$ cat config.mk
export PLATFORM = sky130hd
export DESIGN_NAME = stage_if_fetchq
export DESIGN_NICKNAME = d
export VERILOG_FILES = /design/src/rtl/if_pkg.sv /design/src/rtl/fetchq_fifo.sv /design/src/rtl/stage_if_fetchq.sv
export SDC_FILE = /design/constraint.sdc
export NUM_CORES = 1
export LEC_CHECK = 0
export CORE_MARGIN = 4
export CORE_UTILIZATION = 56
export CTS_BUF_LIST = sky130_fd_sc_hd__clkbuf_2
export DETAILED_ROUTE_END_ITERATION = 6
export GPL_TIMING_DRIVEN = 1
export PLACE_DENSITY = 0.94
export SLEW_MARGIN = 20
export SYNTH_ARGS = -nofsm -noshare
export SYNTH_HDL_FRONTEND = slang
export SYNTH_HIERARCHICAL = 1
export SYNTH_SLANG_ARGS = --single-unit
$ cat constraint.sdc
create_clock -name Clk -period 5.3 [get_ports Clk]
set_clock_uncertainty 0.15 [all_clocks]
set_input_delay 1.06 -clock Clk [delete_from_list [all_inputs] [get_ports Clk]]
set_output_delay 1.06 -clock Clk [all_outputs]
set_load 0.02 [all_outputs]
$ cat src/rtl/if_pkg.sv
// rtl/if_pkg.sv - shared types and constants for the fetch stage and its prefetch queue
package if_pkg;

    localparam int PC_STEP         = 4;
    localparam int INST_ALIGN_BITS = 2;
    localparam int IF_XLEN         = 32;

    typedef struct packed {
        logic [IF_XLEN-1:0] pc;
        logic [IF_XLEN-1:0] inst;
    } fetch_entry_t;

endpackage

$ cat src/rtl/fetchq_fifo.sv
// rtl/fetchq_fifo.sv - synchronous FIFO with flush, push-at-full-with-pop and occupancy count
module fetchq_fifo #(
    parameter int WIDTH = 64,
    parameter int DEPTH = 4
) (
    input  logic                       clk,
    input  logic                       resetn,
    input  logic                       flush,
    input  logic                       push,
    input  logic                       pop,
    input  logic [WIDTH-1:0]           wdata,
    output logic [WIDTH-1:0]           rdata,
    output logic [$clog2(DEPTH+1)-1:0] count,
    output logic                       full
);

    localparam int AW = $clog2(DEPTH);
    localparam int CW = $clog2(DEPTH+1);

    logic [WIDTH-1:0] mem [DEPTH];
    logic [AW-1:0]    wptr;
    logic [AW-1:0]    rptr;

    // DEPTH is a power of two, so the pointers wrap by plain overflow.
    always_ff @(posedge clk) begin
        if (!resetn) begin
            wptr  <= '0;
            rptr  <= '0;
            count <= '0;
        end else if (flush) begin
            wptr  <= '0;
            rptr  <= '0;
            count <= '0;
        end else begin
            if (push) wptr <= wptr + AW'(1);
            if (pop)  rptr <= rptr + AW'(1);
            count <= count + CW'(push) - CW'(pop);
        end
    end

    always_ff @(posedge clk) begin
        if (resetn && !flush && push) mem[wptr] <= wdata;
    end

    assign rdata = mem[rptr];
    assign full  = (count == CW'(DEPTH));

endmodule

$ cat src/rtl/stage_if_fetchq.sv
// rtl/stage_if_fetchq.sv - fetch PC plus prefetch queue feeding ID; STAGE_IF_PERF_EN adds stall/flush counters
module stage_if_fetchq
    import if_pkg::*;
#(
    parameter int              XLEN     = 32,
    parameter int              DEPTH    = 4,
    parameter logic [XLEN-1:0] RESET_PC = '0
) (
    input  logic                       Clk,
    input  logic                       Clrn,
    input  logic                       Redirect,
    input  logic [XLEN-1:0]            Redirect_Target,
    output logic [XLEN-1:0]            Imem_Addr,
    input  logic [XLEN-1:0]            Imem_Inst,
    output logic                       Out_Valid,
    input  logic                       Out_Ready,
    output logic [XLEN-1:0]            Out_PC,
    output logic [XLEN-1:0]            Out_PC4,
    output logic [XLEN-1:0]            Out_Inst,
`ifdef STAGE_IF_PERF_EN
    output logic [31:0]                Perf_Stall,
    output logic [31:0]                Perf_Flush,
`endif
    output logic [$clog2(DEPTH+1)-1:0] Count
);

    localparam logic [XLEN-1:0] ALIGN_MASK = XLEN'((1 << INST_ALIGN_BITS) - 1);

    logic [XLEN-1:0]   fetch_pc;
    logic [2*XLEN-1:0] head;
    logic              full;
    logic              push;
    logic              pop;

    assign pop       = (Count != '0) & Out_Ready & ~Redirect;
    assign push      = ~Redirect & (~full | pop);
    assign Out_Valid = (Count != '0) & ~Redirect;
    assign Imem_Addr = fetch_pc;
    assign Out_PC    = head[2*XLEN-1:XLEN];
    assign Out_Inst  = head[XLEN-1:0];
    assign Out_PC4   = Out_PC + XLEN'(PC_STEP);

    fetchq_fifo #(
        .WIDTH (2*XLEN),
        .DEPTH (DEPTH)
    ) u_fifo (
        .clk    (Clk),
        .resetn (Clrn),
        .flush  (Redirect),
        .push   (push),
        .pop    (pop),
        .wdata  ({fetch_pc, Imem_Inst}),
        .rdata  (head),
        .count  (Count),
        .full   (full)
    );

    // Without a push the address is held so the same ROM word is re-read.
    always_ff @(posedge Clk) begin
        if (!Clrn)         fetch_pc <= RESET_PC;
        else if (Redirect) fetch_pc <= Redirect_Target & ~ALIGN_MASK;
        else if (push)     fetch_pc <= fetch_pc + XLEN'(PC_STEP);
    end

`ifdef STAGE_IF_PERF_EN
    always_ff @(posedge Clk) begin
        if (!Clrn) begin
            Perf_Stall <= '0;
            Perf_Flush <= '0;
        end else begin
            if (full && !pop && Perf_Stall != '1) Perf_Stall <= Perf_Stall + 32'd1;
            if (Redirect && Perf_Flush != '1)     Perf_Flush <= Perf_Flush + 32'd1;
        end
    end
`endif

endmodule

==> results.txt <==
Routed Antenna Nets = 0
biggest area consumer among synthesized cells = edfxtp_1
CP startpoint kind = flop
Initial Utilization = 56.9%
Post-synth ARST share = 0%
endpoints failing setup = 0
clock root buffer master = clkbuf_2
nets = 1,069
RSZ-0062 raised after global routing = false
first-pass GRT wire length = 45.3 mm
Post-Synthesis Cells = 734
commonest cells in the netlist = 256 x edfxtp_1, 60 x mux4_2, 39 x dfxtp_1, 29 x nand2_1, 28 x nand4_1
total CTS buffers = 70
Hold WC Path Type = flop to flop
worst setup path class = flop to output port
Worst slew margin = 47.8%
via count = 8,011
Iter 0 DRT Violations = 770
maximum clock path buffer count = 3
vias in the first global route = 8,222
Worst EP arrival = 3.84 ns
WP data required = 4.09 ns
Site Rows = 54
worst-path cell chain = mux4_2 -> ha_1 -> and4_1 -> nand4_1 -> nor3_1 -> xor2_1 -> clkdlybuf4s50_1
initial antenna violation count = 0
ranking of synthesized cells by area = edfxtp_1 62%, mux4_2 11%, dfxtp_1 6.3%
Layout area overhead = 23.8%
Primary FF master, synth = edfxtp_1
Global Route Usage Sum = 24.0%
Seq/Total Area, Yosys = 68.4%
die height = 157 µm
share of cells above drive strength 1 = 19.5%
Final WS setup = 0.253 ns
IO buf count = 195
later-pin clock latency in the skew report = 0.78 ns
antenna diode count = 0
DR vias/cell = 6.08
Power Density = 295 nW/µm²
pre-CTS WS = 0.789 ns
Mean Syn Cell Area = 16.9 µm²
max-slew violations = 0
Post-synth EDFFs = 256
Crit path largest cell delay = 0.65 ns
GRT overflow = 0
Mapped Area = 12,400 µm²
CP max FO = 19
crit end category = output port
full die area = 24,500 µm²
Leak Pwr = 5.03 nW
Die W = 157 µm
CTS hold repair buffers = 0
flops & latches, synth = 295
clk sinks = 295
warnings from Yosys = 6
r2r startpoint = u_fifo/count[1]$_SDFF_PP0_
setup_tns = 0 ns
most frequent cell after synthesis = edfxtp_1
Clock Pin Slew Worst Setup and Hold Paths = 0.11 ns
min cycle time layout = 5.05 ns
CTS tree = yes
total power = 0.00453 W
Top Ports = 200
Slowest-stage cell, CP = clkdlybuf4s50_1
Synth cell types = 54
MaxCap Viol Count = 0
depth of the CTS H-tree = 3
HP Start = u_fifo/rptr[0]$_SDFFE_PP0P_
crit path buf inv count = 1
worst vdd ir = 0.000152 V
Final HPWL DP = 19.1 mm
DRT Pass-1 Iters = 5
fin util = 70.4%
top cell type's share of synthesized area = 62.1%
Fin. Hold Viols = 0
Post-Route WL = 29.6 mm
placeable core region = 21,800 µm²
cell family with most CP delay = simple AND/OR/NAND/NOR gates
detailed-route DRC error count = 0
run status = complete, no violations
Placer Congestion = 0.855
Max Fclk = 198 MHz
wire per inst = 22.4 µm
maximum number of pins on one net before global-route repair = 40
Worst Max-Slew Pin Slew = 0.778 ns
fin crit share = 95.2%
through the flow:
step | std cells | hold WS, ns | cell area [µm²]
2_1_floorplan | 743 | 0.349 | 12400
3_3_place_gp | 1193 | 0.361 | 14600
3_5_place_dp | 1193 | 0.393 | 14600
4_1_cts | 1313 | 0.420 | 15300
5_1_grt | 1318 | 0.433 | 15300
6_report | 1318 | 0.419 | 15300
power breakdown:
part           internal (W)  switching [W]  leakage (nW)  total (W)
Sequential          0.00257      0.0000613          2.66    0.00263
Clock              0.000640       0.000840         0.485    0.00148
Combinational      0.000198       0.000217          1.89   0.000414
Total               0.00341        0.00112          5.03    0.00453
sequential cells by signal (all words and copies together), names as in the netlist, named ones only:
signal	count
Imem_Addr	30
u_fifo/wptr	2
u_fifo/rptr	2
u_fifo/mem	256
u_fifo/count	3
what timing repair did:
item                                    4_1_cts  5_1_grt
endpoints found under the setup margin        3        3
resized for setup                             0        1
setup buffers                                 2        5
pin swaps                                     0        0
hold endpoints to repair                      0        0
worst min-delay path: cells and delay by family, from the launching register on:
kind            cells  cell delay (ns)
compound gates      1             0.09
flops               1             0.35
simple gates        1             0.09
routing by layer:
layer  vias to the layer above  wire (µm)  share of wire, %  GRT usage, %
li1                       3555          -                 -             -
met1                      3941      11100                38          31.2
met2                       458      15000                51          40.4
met3                        57       2700               9.1          5.03
met4                         0        741               2.5          8.47
met5                         -          0                 0             0
worst paths after layout:
path | end | cells after the start | slack (ns)
hold reg to reg | u_fifo/rptr[1]$_SDFFE_PP0P_ | 2 | 0.42
hold / removal | u_fifo/rptr[1]$_SDFFE_PP0P_ | 2 | 0.42
setup reg to reg | u_fifo/mem[1][53]$_DFFE_PP_ | 6 | 2.23
setup / recovery | Out_PC4[26] | 7 | 0.25
cell type report:
class                   count  area [µm²]
multi-input cells         396        3630
flip-flops and latches    295        8480
clock inverters            20         159
clock buffers              98         490
fillers                  1415        6440
well taps                 280         350
repair buffers            218        2170
inverters                  11        41.3
cell families (layout without fill, tap and decap cells):
group	count (synthesis)	after routing	synth area share, %
compound gates	79	79	4.30
xor+xnor	32	32	2.38
fa+ha+maj	9	9	0.971
buf+inv	52	347	2.68
flops	295	295	68.4
mux	65	65	11.9
other cells	1	10	0.0303
simple gates	201	201	9.35
cell usage in the layout (no fill, tap or decap), drive strengths merged, types with 4 or more instances in the layout:
master,n
a21oi,5
a311oi,6
a31oi,13
a32oi,4
and2,7
and3,16
and4,8
buf,23
clkbuf,98
clkdlybuf4s50,195
clkinv,18
conb,10
dfxtp,39
edfxtp,256
ha,8
inv,10
mux4,64
nand2,29
nand2b,6
nand3,25
nand4,29
nor2,27
nor3,8
nor3b,4
nor4,11
o211ai,4
o21ai,22
o31ai,16
or3,6
or4,18
xnor2,19
xor2,12
No activity file was read; power rests on OpenSTA's default activity.
